$ cat config.mk
export PLATFORM = sky130hd
export DESIGN_NAME = uart_device_flat
export DESIGN_NICKNAME = d
export VERILOG_FILES = /design/src/rtl/uart_device_pkg.sv /design/src/rtl/uart_device_if.sv /design/src/rtl/uart_device_sync_fifo.sv /design/src/rtl/uart_device.sv /design/src/flat_wrapper.sv
export SDC_FILE = /design/constraint.sdc
export NUM_CORES = 1
export LEC_CHECK = 0
export BUFFER_PORTS_ARGS = -buffer_cell sky130_fd_sc_hd__buf_2
export CORE_MARGIN = 2
export CORE_UTILIZATION = 60
export CTS_BUF_LIST = sky130_fd_sc_hd__clkbuf_4
export DETAILED_ROUTE_END_ITERATION = 16
export PLACE_DENSITY = 0.79
export SETUP_SLACK_MARGIN = 0.02
export SLEW_MARGIN = 5
export SYNTH_ARGS = -nofsm -noshare
export SYNTH_HDL_FRONTEND = slang
export SYNTH_SLANG_ARGS = --single-unit
$ cat constraint.sdc
create_clock -name clk_i -period 6.7 [get_ports clk_i]
set_input_delay 0.67 -clock clk_i [delete_from_list [all_inputs] [get_ports clk_i]]
set_output_delay 0.67 -clock clk_i [all_outputs]
set_load 0.005 [all_outputs]
$ cat src/rtl/uart_device_pkg.sv
// Shared definitions for the memory-mapped UART: register offsets, STATUS/CTRL field
// positions, divisor floor and serialiser state encodings.
package uart_device_pkg;

   localparam logic [1:0] RegRxData = 2'd0;
   localparam logic [1:0] RegTxData = 2'd1;
   localparam logic [1:0] RegStatus = 2'd2;
   localparam logic [1:0] RegCtrl   = 2'd3;

   localparam int unsigned StRxValid = 0;
   localparam int unsigned StRxFull  = 1;
   localparam int unsigned StTxFull  = 2;
   localparam int unsigned StTxEmpty = 3;
   localparam int unsigned StTxBusy  = 4;
   localparam int unsigned StRxOvr   = 5;
   localparam int unsigned StFrmErr  = 6;
   localparam int unsigned StTxOvf   = 7;

   localparam int unsigned CtrlRxIe = 16;
   localparam logic [15:0] MinDiv   = 16'd16;

   typedef enum logic [1:0] {TxIdle, TxStart, TxData, TxStop} tx_state_e;
   typedef enum logic [1:0] {RxIdle, RxStart, RxData, RxStop} rx_state_e;

   function automatic logic [15:0] clamp_div(input logic [15:0] div);
      return (div < MinDiv) ? MinDiv : div;
   endfunction

endpackage

$ cat src/rtl/uart_device_if.sv
// Single-word strobe/rw/byte-enable device bus between the core and a responder.
interface uart_device_if #(
   parameter int unsigned XLEN = 32
);
   logic              strobe;
   logic [XLEN-1:0]   addr;
   logic              rw;
   logic [XLEN/8-1:0] byte_enable;
   logic [XLEN-1:0]   wdata;
   logic              data_ready;
   logic [XLEN-1:0]   rdata;

   modport master (
      output strobe, addr, rw, byte_enable, wdata,
      input  data_ready, rdata
   );

   modport slave (
      input  strobe, addr, rw, byte_enable, wdata,
      output data_ready, rdata
   );
endinterface

$ cat src/rtl/uart_device_sync_fifo.sv
// First-word-fall-through synchronous FIFO; a push into a full FIFO is accepted only when a
// pop happens in the same cycle.
module uart_device_sync_fifo #(
   parameter int unsigned Width = 8,
   parameter int unsigned Depth = 16
) (
   input  logic                   clk_i,
   input  logic                   rst_ni,
   input  logic                   push_i,
   input  logic [Width-1:0]       wdata_i,
   input  logic                   pop_i,
   output logic [Width-1:0]       rdata_o,
   output logic                   full_o,
   output logic                   empty_o,
   output logic [$clog2(Depth):0] count_o
);
   localparam int unsigned PtrW = $clog2(Depth);

   logic [Width-1:0] mem_q [Depth];
   logic [PtrW-1:0]  wptr_q, rptr_q;
   logic [PtrW:0]    count_q;
   logic             do_push, do_pop;

   assign full_o  = (count_q == (PtrW+1)'(Depth));
   assign empty_o = (count_q == '0);
   assign count_o = count_q;
   assign rdata_o = mem_q[rptr_q];
   assign do_pop  = pop_i & ~empty_o;
   assign do_push = push_i & (~full_o | do_pop);

   always_ff @(posedge clk_i or negedge rst_ni) begin
      if (!rst_ni) begin
         wptr_q  <= '0;
         rptr_q  <= '0;
         count_q <= '0;
      end else begin
         // Power-of-two depth: pointers wrap by natural overflow.
         if (do_push) wptr_q <= wptr_q + 1'b1;
         if (do_pop)  rptr_q <= rptr_q + 1'b1;
         case ({do_push, do_pop})
            2'b10:   count_q <= count_q + 1'b1;
            2'b01:   count_q <= count_q - 1'b1;
            default: count_q <= count_q;
         endcase
      end
   end

   always_ff @(posedge clk_i) begin
      if (do_push) mem_q[wptr_q] <= wdata_i;
   end

endmodule

$ cat src/rtl/uart_device.sv
// 8N1 UART responder on the uncached device port: bus decode, registered response, CSRs,
// TX/RX FIFOs and the bit-level serialiser/deserialiser.
module uart_device
   import uart_device_pkg::*;
#(
   parameter int unsigned XLEN       = 32,
   parameter int unsigned FIFO_DEPTH = 16,
   parameter int unsigned DEF_DIV    = 434
) (
   input  logic         clk_i,
   input  logic         rst_i,
   uart_device_if.slave s_device,
   output logic         uart_tx_o,
   input  logic         uart_rx_i,
   output logic         irq_o
);
   localparam int unsigned CntW = $clog2(FIFO_DEPTH) + 1;

   logic [1:0]      reg_sel;
   logic            rd_rx, wr_tx, wr_status, wr_ctrl;
   logic [XLEN-1:0] rdata;
   logic [7:0]      status;
   logic            ready_q;
   logic [XLEN-1:0] rdata_q;

   logic [15:0] div_q, div_d;
   logic        rx_ie_q, rx_ie_d;
   logic        rx_ovr_q, rx_ovr_d, frm_err_q, frm_err_d, tx_ovf_q, tx_ovf_d;
   logic        rx_ovr_evt, frm_err_evt, tx_ovf_evt;

   logic            tx_pop, tx_full, tx_empty;
   logic [7:0]      tx_rdata;
   logic [CntW-1:0] unused_tx_count;
   logic            rx_push, rx_full, rx_empty;
   logic [7:0]      rx_rdata;
   logic [CntW-1:0] unused_rx_count;
   logic            unused_bus;

   tx_state_e   tx_state_q, tx_state_d;
   logic [15:0] tx_cnt_q, tx_cnt_d, tx_div_q, tx_div_d;
   logic [2:0]  tx_bit_q, tx_bit_d;
   logic [7:0]  tx_shift_q, tx_shift_d;
   logic        tx_line_q, tx_line_d, tx_bit_end;

   rx_state_e   rx_state_q, rx_state_d;
   logic [15:0] rx_cnt_q, rx_cnt_d, rx_div_q, rx_div_d;
   logic [2:0]  rx_bit_q, rx_bit_d;
   logic [7:0]  rx_shift_q, rx_shift_d;
   logic [1:0]  rx_sync_q;
   logic        rx_prev_q, rx_s, rx_bit_end;

   assign unused_bus = ^{s_device.addr[XLEN-1:4], s_device.addr[1:0],
                         s_device.wdata[XLEN-1:17], s_device.byte_enable[XLEN/8-1:3]};

   assign reg_sel   = s_device.addr[3:2];
   assign rd_rx     = s_device.strobe & ~s_device.rw & (reg_sel == RegRxData);
   assign wr_tx     = s_device.strobe & s_device.rw & (reg_sel == RegTxData)
                      & s_device.byte_enable[0];
   assign wr_status = s_device.strobe & s_device.rw & (reg_sel == RegStatus)
                      & s_device.byte_enable[0];
   assign wr_ctrl   = s_device.strobe & s_device.rw & (reg_sel == RegCtrl);

   assign status = {tx_ovf_q, frm_err_q, rx_ovr_q, (tx_state_q != TxIdle),
                    tx_empty, tx_full, rx_full, ~rx_empty};

   always_comb begin
      rdata = '0;
      case (reg_sel)
         RegRxData: begin
            if (rx_empty) rdata[XLEN-1] = 1'b1;
            else          rdata[7:0]    = rx_rdata;
         end
         RegStatus: rdata[7:0] = status;
         RegCtrl:   rdata      = XLEN'({rx_ie_q, div_q});
         default:   rdata      = '0;
      endcase
   end

   always_ff @(posedge clk_i or negedge rst_i) begin
      if (!rst_i) begin
         ready_q <= 1'b0;
         rdata_q <= '0;
      end else begin
         ready_q <= s_device.strobe;
         rdata_q <= (s_device.strobe & ~s_device.rw) ? rdata : '0;
      end
   end

   assign s_device.data_ready = ready_q;
   assign s_device.rdata      = rdata_q;
   assign irq_o               = rx_ie_q & ~rx_empty;
   assign uart_tx_o           = tx_line_q;

   // A push into a full FIFO still lands when the opposite side pops in the same cycle.
   assign tx_ovf_evt = wr_tx & tx_full & ~tx_pop;
   assign rx_ovr_evt = rx_push & rx_full & ~rd_rx;

   always_comb begin
      div_d   = div_q;
      rx_ie_d = rx_ie_q;
      if (wr_ctrl) begin
         if (s_device.byte_enable[0]) div_d[7:0]  = s_device.wdata[7:0];
         if (s_device.byte_enable[1]) div_d[15:8] = s_device.wdata[15:8];
         if (s_device.byte_enable[0] | s_device.byte_enable[1]) div_d = clamp_div(div_d);
         if (s_device.byte_enable[2]) rx_ie_d = s_device.wdata[CtrlRxIe];
      end
      rx_ovr_d  = (rx_ovr_q & ~(wr_status & s_device.wdata[StRxOvr])) | rx_ovr_evt;
      frm_err_d = (frm_err_q & ~(wr_status & s_device.wdata[StFrmErr])) | frm_err_evt;
      tx_ovf_d  = (tx_ovf_q & ~(wr_status & s_device.wdata[StTxOvf])) | tx_ovf_evt;
   end

   always_ff @(posedge clk_i or negedge rst_i) begin
      if (!rst_i) begin
         div_q     <= 16'(DEF_DIV);
         rx_ie_q   <= 1'b0;
         rx_ovr_q  <= 1'b0;
         frm_err_q <= 1'b0;
         tx_ovf_q  <= 1'b0;
      end else begin
         div_q     <= div_d;
         rx_ie_q   <= rx_ie_d;
         rx_ovr_q  <= rx_ovr_d;
         frm_err_q <= frm_err_d;
         tx_ovf_q  <= tx_ovf_d;
      end
   end

   uart_device_sync_fifo #(.Width(8), .Depth(FIFO_DEPTH)) u_tx_fifo (
      .clk_i   (clk_i),
      .rst_ni  (rst_i),
      .push_i  (wr_tx),
      .wdata_i (s_device.wdata[7:0]),
      .pop_i   (tx_pop),
      .rdata_o (tx_rdata),
      .full_o  (tx_full),
      .empty_o (tx_empty),
      .count_o (unused_tx_count)
   );

   uart_device_sync_fifo #(.Width(8), .Depth(FIFO_DEPTH)) u_rx_fifo (
      .clk_i   (clk_i),
      .rst_ni  (rst_i),
      .push_i  (rx_push),
      .wdata_i (rx_shift_q),
      .pop_i   (rd_rx),
      .rdata_o (rx_rdata),
      .full_o  (rx_full),
      .empty_o (rx_empty),
      .count_o (unused_rx_count)
   );

   assign tx_bit_end = (tx_cnt_q == tx_div_q - 16'd1);

   always_comb begin
      tx_state_d = tx_state_q;
      tx_cnt_d   = tx_cnt_q + 16'd1;
      tx_div_d   = tx_div_q;
      tx_bit_d   = tx_bit_q;
      tx_shift_d = tx_shift_q;
      tx_line_d  = tx_line_q;
      tx_pop     = 1'b0;
      case (tx_state_q)
         TxIdle: begin
            tx_cnt_d = '0;
            if (!tx_empty) begin
               tx_state_d = TxStart;
               tx_pop     = 1'b1;
               tx_shift_d = tx_rdata;
               tx_div_d   = div_q;
               tx_line_d  = 1'b0;
            end
         end
         TxStart: begin
            if (tx_bit_end) begin
               tx_state_d = TxData;
               tx_cnt_d   = '0;
               tx_bit_d   = '0;
               tx_line_d  = tx_shift_q[0];
            end
         end
         TxData: begin
            if (tx_bit_end) begin
               tx_cnt_d = '0;
               if (tx_bit_q == 3'd7) begin
                  tx_state_d = TxStop;
                  tx_line_d  = 1'b1;
               end else begin
                  tx_bit_d   = tx_bit_q + 3'd1;
                  tx_shift_d = tx_shift_q >> 1;
                  tx_line_d  = tx_shift_q[1];
               end
            end
         end
         TxStop: begin
            if (tx_bit_end) begin
               tx_state_d = TxIdle;
               tx_cnt_d   = '0;
            end
         end
         default: tx_state_d = TxIdle;
      endcase
   end

   always_ff @(posedge clk_i or negedge rst_i) begin
      if (!rst_i) begin
         tx_state_q <= TxIdle;
         tx_cnt_q   <= '0;
         tx_div_q   <= 16'(DEF_DIV);
         tx_bit_q   <= '0;
         tx_shift_q <= '0;
         tx_line_q  <= 1'b1;
      end else begin
         tx_state_q <= tx_state_d;
         tx_cnt_q   <= tx_cnt_d;
         tx_div_q   <= tx_div_d;
         tx_bit_q   <= tx_bit_d;
         tx_shift_q <= tx_shift_d;
         tx_line_q  <= tx_line_d;
      end
   end

   assign rx_s       = rx_sync_q[1];
   assign rx_bit_end = (rx_cnt_q == rx_div_q - 16'd1);

   always_comb begin
      rx_state_d  = rx_state_q;
      rx_cnt_d    = rx_cnt_q + 16'd1;
      rx_div_d    = rx_div_q;
      rx_bit_d    = rx_bit_q;
      rx_shift_d  = rx_shift_q;
      rx_push     = 1'b0;
      frm_err_evt = 1'b0;
      case (rx_state_q)
         RxIdle: begin
            rx_cnt_d = '0;
            if (rx_prev_q & ~rx_s) begin
               rx_state_d = RxStart;
               rx_div_d   = div_q;
            end
         end
         RxStart: begin
            // Mid-start re-check rejects glitches shorter than half a bit.
            if (rx_cnt_q == (rx_div_q >> 1) - 16'd1) begin
               rx_cnt_d   = '0;
               rx_bit_d   = '0;
               rx_state_d = rx_s ? RxIdle : RxData;
            end
         end
         RxData: begin
            if (rx_bit_end) begin
               rx_cnt_d   = '0;
               rx_shift_d = {rx_s, rx_shift_q[7:1]};
               if (rx_bit_q == 3'd7) rx_state_d = RxStop;
               else                  rx_bit_d   = rx_bit_q + 3'd1;
            end
         end
         RxStop: begin
            if (rx_bit_end) begin
               rx_cnt_d    = '0;
               rx_state_d  = RxIdle;
               rx_push     = rx_s;
               frm_err_evt = ~rx_s;
            end
         end
         default: rx_state_d = RxIdle;
      endcase
   end

   always_ff @(posedge clk_i or negedge rst_i) begin
      if (!rst_i) begin
         rx_sync_q  <= 2'b11;
         rx_prev_q  <= 1'b1;
         rx_state_q <= RxIdle;
         rx_cnt_q   <= '0;
         rx_div_q   <= 16'(DEF_DIV);
         rx_bit_q   <= '0;
         rx_shift_q <= '0;
      end else begin
         rx_sync_q  <= {rx_sync_q[0], uart_rx_i};
         rx_prev_q  <= rx_s;
         rx_state_q <= rx_state_d;
         rx_cnt_q   <= rx_cnt_d;
         rx_div_q   <= rx_div_d;
         rx_bit_q   <= rx_bit_d;
         rx_shift_q <= rx_shift_d;
      end
   end

endmodule

$ cat src/flat_wrapper.sv
// flat-port wrapper written by rule: the top's interface ports become plain ports
module uart_device_flat import uart_device_pkg::*;
#(
   parameter int unsigned XLEN       = 32,
   parameter int unsigned FIFO_DEPTH = 16,
   parameter int unsigned DEF_DIV    = 434
)
  (clk_i, rst_i, uart_tx_o, uart_rx_i, irq_o, s_device_strobe, s_device_addr, s_device_rw, s_device_byte_enable, s_device_wdata, s_device_data_ready, s_device_rdata);
  uart_device_if #(.XLEN(XLEN)) s_device_i ();
  input  logic clk_i;
  input  logic rst_i;
  output logic uart_tx_o;
  input  logic uart_rx_i;
  output logic irq_o;
  input wire logic [$bits(s_device_i.strobe)-1:0] s_device_strobe;
  input wire logic [$bits(s_device_i.addr)-1:0] s_device_addr;
  input wire logic [$bits(s_device_i.rw)-1:0] s_device_rw;
  input wire logic [$bits(s_device_i.byte_enable)-1:0] s_device_byte_enable;
  input wire logic [$bits(s_device_i.wdata)-1:0] s_device_wdata;
  output wire logic [$bits(s_device_i.data_ready)-1:0] s_device_data_ready;
  output wire logic [$bits(s_device_i.rdata)-1:0] s_device_rdata;
  assign s_device_i.strobe = s_device_strobe;
  assign s_device_i.addr = s_device_addr;
  assign s_device_i.rw = s_device_rw;
  assign s_device_i.byte_enable = s_device_byte_enable;
  assign s_device_i.wdata = s_device_wdata;
  assign s_device_data_ready = s_device_i.data_ready;
  assign s_device_rdata = s_device_i.rdata;
  uart_device #(.XLEN(XLEN), .FIFO_DEPTH(FIFO_DEPTH), .DEF_DIV(DEF_DIV)) u_core (.clk_i(clk_i), .rst_i(rst_i), .s_device(s_device_i), .uart_tx_o(uart_tx_o), .uart_rx_i(uart_rx_i), .irq_o(irq_o));
endmodule
==> results.py <==
metrics = {
    "worst_setup_path": {
        "max_stage_delay_ps": 710,
        "r2r_cells": 10,
        "endpoint_kind": "flip-flop",
        "crit_slowest_cell": "nor2_1",
        "cp.required_ps": 7060,
        "timing.rr.start": "u_core.rx_div_q[2]",
        "crit_chain": "inv_1 -> ha_1 -> nor3b_4 -> nand3_1 -> or4b_1 -> a22oi_2 -> and4_1 -> and4b_1 -> nand3_1 -> nor2_1",
        "path_common_cell": "nand3_1",
        "cp_max_fo": 10,
        "worstSetupPathType": "flip-flop to flip-flop",
        "cp.arrival_ps": 4710,
        "r2r_slack_ps": 2340,
        "cp-start-kind": "flip-flop",
        "reg2reg_to": "u_core.u_rx_fifo.mem_q[12][6]",
    },
    "sta": {
        "timing.hold.ws_ps": 56.79,
        "worstMarginPinSlew_ps": 1264,
        "finalSetupViolCount": 0,
        "fmax_mhz": 229.5,
        "fin_skew_ps": 44.90,
        "final.period_utilization": 0.6504,
        "rsz0062_at_grt": "no",
        "tns_ps": 0,
        "slew_violations": 0,
        "relSlewSlack": 0.1506,
        "period_minus_slack_ps": 4357,
        "hold_viol_final": 0,
    },
    "final_layout": {
        "final_cell_mix": "256 x edfxtp_1, 143 x clkbuf_4, 138 x dfrtp_1",
        "regArea_mm2": 0.01169,
        "nets": 1520,
        "multi_input_area_mm2": 0.006754,
        "utilization": 0.6633,
        "drive_above_1_share": 0.2634,
        "fillers": 2170,
        "mostFrequentLayoutCell": "edfxtp_1",
        "area_delta_synth_final_pct": 9.811,
    },
    "detailed_routing": {
        "vias": 11260,
        "drtPass1Iterations": 7,
        "wl_per_cell_um": 19.84,
        "antenna_left": 0,
        "avgViaCountPerCell": 5.924,
        "drcViolationCount": 0,
        "wl_mm": 37.70,
        "drtIter0Drc": 870,
    },
    "clocking": {
        "cts_buffer_depth": 3,
        "postCtsSetupBuffers": 0,
        "cts_buffers": 100,
        "clkSinkCount": 415,
        "insertion_delay_ps": 750,
        "clk_pin_slew_ps": 80,
        "htree_levels": 3,
        "cts_root_buffer": "clkbuf_4",
        "cts_tree": "built",
    },
    "grt": {
        "grt_pass1_vias": 11260,
        "grt_max_degree": 107,
        "overflow": 0,
        "grt_use_total": 0.2367,
        "grt_pass1_wl_mm": 60.38,
        "grt_antenna_before_repair": 1,
    },
    "yosys": {
        "synth_ff_type": "edfxtp_1",
        "synth_seq_cells": 415,
        "yosysTopAreaCellShare": 0.4065,
        "synth_cell_types": 74,
        "syn_area_per_cell_um2": 14.36,
        "synthArstFlopShare": 0.3831,
        "syn_area_mm2": 0.01891,
        "yosys_warnings": 0,
        "syn_inst": 1317,
        "synth.largest_area_cell": "edfxtp_1",
        "synth.area.top_cells": "edfxtp_1 41%, dfrtp_1 19%, mux4_2 8.7%, mux2_2 3.9%, dfstp_2 2.6%",
        "ys_seq_area_frac": 0.6181,
        "synth_edf_count": 256,
    },
    "floorplanning": {
        "die_area_mm2": 0.03296,
        "initial_utilization": 0.6040,
        "ioPinCount": 108,
        "fp.coreArea_mm2": 0.03131,
        "die_w_um": 181.5,
        "fp-row-count": 65,
        "dieHeight_um": 181.5,
    },
    "placement": {
        "hpwlAfterDp_mm": 24.97,
        "port_buffers": 47,
        "gp_congestion": 0.8873,
    },
    "min_path": {
        "hold_path.class": "primary input to asynchronous set/reset pin",
    },
    "job": {
        "cap_violations": 0,
    },
    "power_and_ir_drop": {
        "vdd_ir_drop_max_uv": 235.6,
        "leakagePower_nw": 8.118,
        "power_density_mw_per_mm2": 385.2,
    },
    "outcome": {
        "status": "finished clean",
    },
}
-- where the power goes --
group | internal, mW | switching [mW]
clock | 1.11 | 0.990
combinational | 1.19 | 1.23
sequential | 3.00 | 0.480
-- Yosys cell counts (3+ instances only) --
| library cell | n |
|---|---|
| edfxtp_1 | 256 |
| dfrtp_1 | 140 |
| nor2_1 | 98 |
| nand2_1 | 75 |
| mux4_2 | 73 |
| mux2_2 | 66 |
| xnor2_1 | 54 |
| xor2_1 | 51 |
| clkbuf_1 | 41 |
| inv_1 | 38 |
| nand3_1 | 38 |
| ha_1 | 30 |
| o21ai_0 | 28 |
| nor3_1 | 27 |
| a21oi_1 | 21 |
| and2_1 | 21 |
| mux2i_1 | 20 |
| nor4_1 | 20 |
| dfstp_2 | 19 |
| nand4_1 | 17 |
| buf_4 | 16 |
| and3_1 | 14 |
| a22oi_1 | 12 |
| nand2b_1 | 12 |
| a31oi_1 | 10 |
| buf_1 | 10 |
| buf_2 | 9 |
| nor2b_1 | 8 |
| o221ai_1 | 7 |
| a21o_1 | 6 |
| or4_1 | 5 |
| a211oi_1 | 4 |
| and3b_1 | 4 |
| and4_1 | 4 |
| and4b_1 | 4 |
| nor4b_1 | 4 |
| o31ai_1 | 4 |
| nand3b_1 | 3 |
| o21a_1 | 3 |
-- area by class of cell --
type	count	share of cell area
Antenna cell	2	0.0002410
Timing Repair Buffer	61	0.01681
Tap cell	402	0.02422
Sequential cell	415	0.5630
Multi-Input combinational cell	799	0.3252
Clock buffer	143	0.05169
Clock inverter	40	0.01199
Inverter	38	0.006868
-- state kept, by name, indices dropped and copies added (netlist names), 5 cells and up, named ones only --
signal                    flops
u_core.u_rx_fifo.mem_q      128
u_core.u_tx_fifo.mem_q      128
u_core.s_device.rdata        18
u_core.div_q                 16
u_core.rx_cnt_q              16
u_core.rx_div_q              16
u_core.tx_cnt_q              16
u_core.tx_div_q              16
u_core.rx_shift_q             8
u_core.tx_shift_q             8
u_core.u_rx_fifo.count_o      5
u_core.u_tx_fifo.count_o      5
-- timing repair --
action | in CTS | in global routing
hold endpoints to repair | 1 | 0
resized for setup | 0 | 0
hold buffers | 1 | 0
-- how the worst max path moves through the flow --
stage	from	to	slack, ps	depth (start not counted)
final	u_core.rx_div_q[2]	u_core.u_rx_fifo.mem_q[12][6]	2340	10
after global routing	u_core.rx_div_q[2]	u_core.u_rx_fifo.mem_q[12][7]	1970	10
after CTS	u_core.rx_div_q[2]	u_core.u_rx_fifo.mem_q[12][6]	2350	10
after detailed placement	u_core.rx_div_q[2]	u_core.u_rx_fifo.mem_q[12][5]	2370	10
after global placement	u_core.rx_div_q[2]	u_core.u_rx_fifo.mem_q[12][5]	2480	10
after floorplan	u_core.rx_div_q[2]	u_core.u_rx_fifo.mem_q[4][0]	3040	13
-- through the flow --
| stage | setup WS, ps | area (um2) | instances | power, mW |
|---|---|---|---|---|
| finish | 2343 | 20770 | 1900 | 8.000 |
| global route | 1967 | 20770 | 1900 | 8.485 |
| CTS | 2349 | 20760 | 1898 | 8.038 |
| detailed placement | 2367 | 19430 | 1714 | 5.937 |
| global placement | 2478 | 19430 | 1714 | 5.844 |
| floorplan | 3037 | 18960 | 1330 | 5.349 |
-- logic make-up (layout without fill, tap and decap cells) --
family | after synthesis | count (layout) | share of synthesized area
adder cells (fa/ha/maj) | 32 | 32 | 0.02196
multiplexers | 161 | 161 | 0.1384
flip-flops | 415 | 415 | 0.6181
XOR/XNOR | 105 | 105 | 0.04862
buffers and inverters | 116 | 282 | 0.02759
AND/OR/NAND/NOR | 374 | 374 | 0.1041
AO/OA/AOI/OAI | 113 | 113 | 0.04102
other | 1 | 16 | 0.0001983
-- per-layer routing --
metal / GRT usage / share of wire
met5: 0 / 0
met4: 0.07610 / 0.021
met3: 0.04493 / 0.057
met2: 0.3736 / 0.49
met1: 0.3384 / 0.43
-- critical path, delay by kind of cell, from the launching register on --
| kind | cells | cell delay, ps |
|---|---|---|
| buffers and inverters | 1 | 130 |
| and+or+nand+nor | 7 | 2870 |
| AOI/OAI and AO/OA | 1 | 220 |
| DFF | 1 | 460 |
| adders and majority gates | 1 | 300 |
Note: power is estimated with default switching activity, not from simulation.
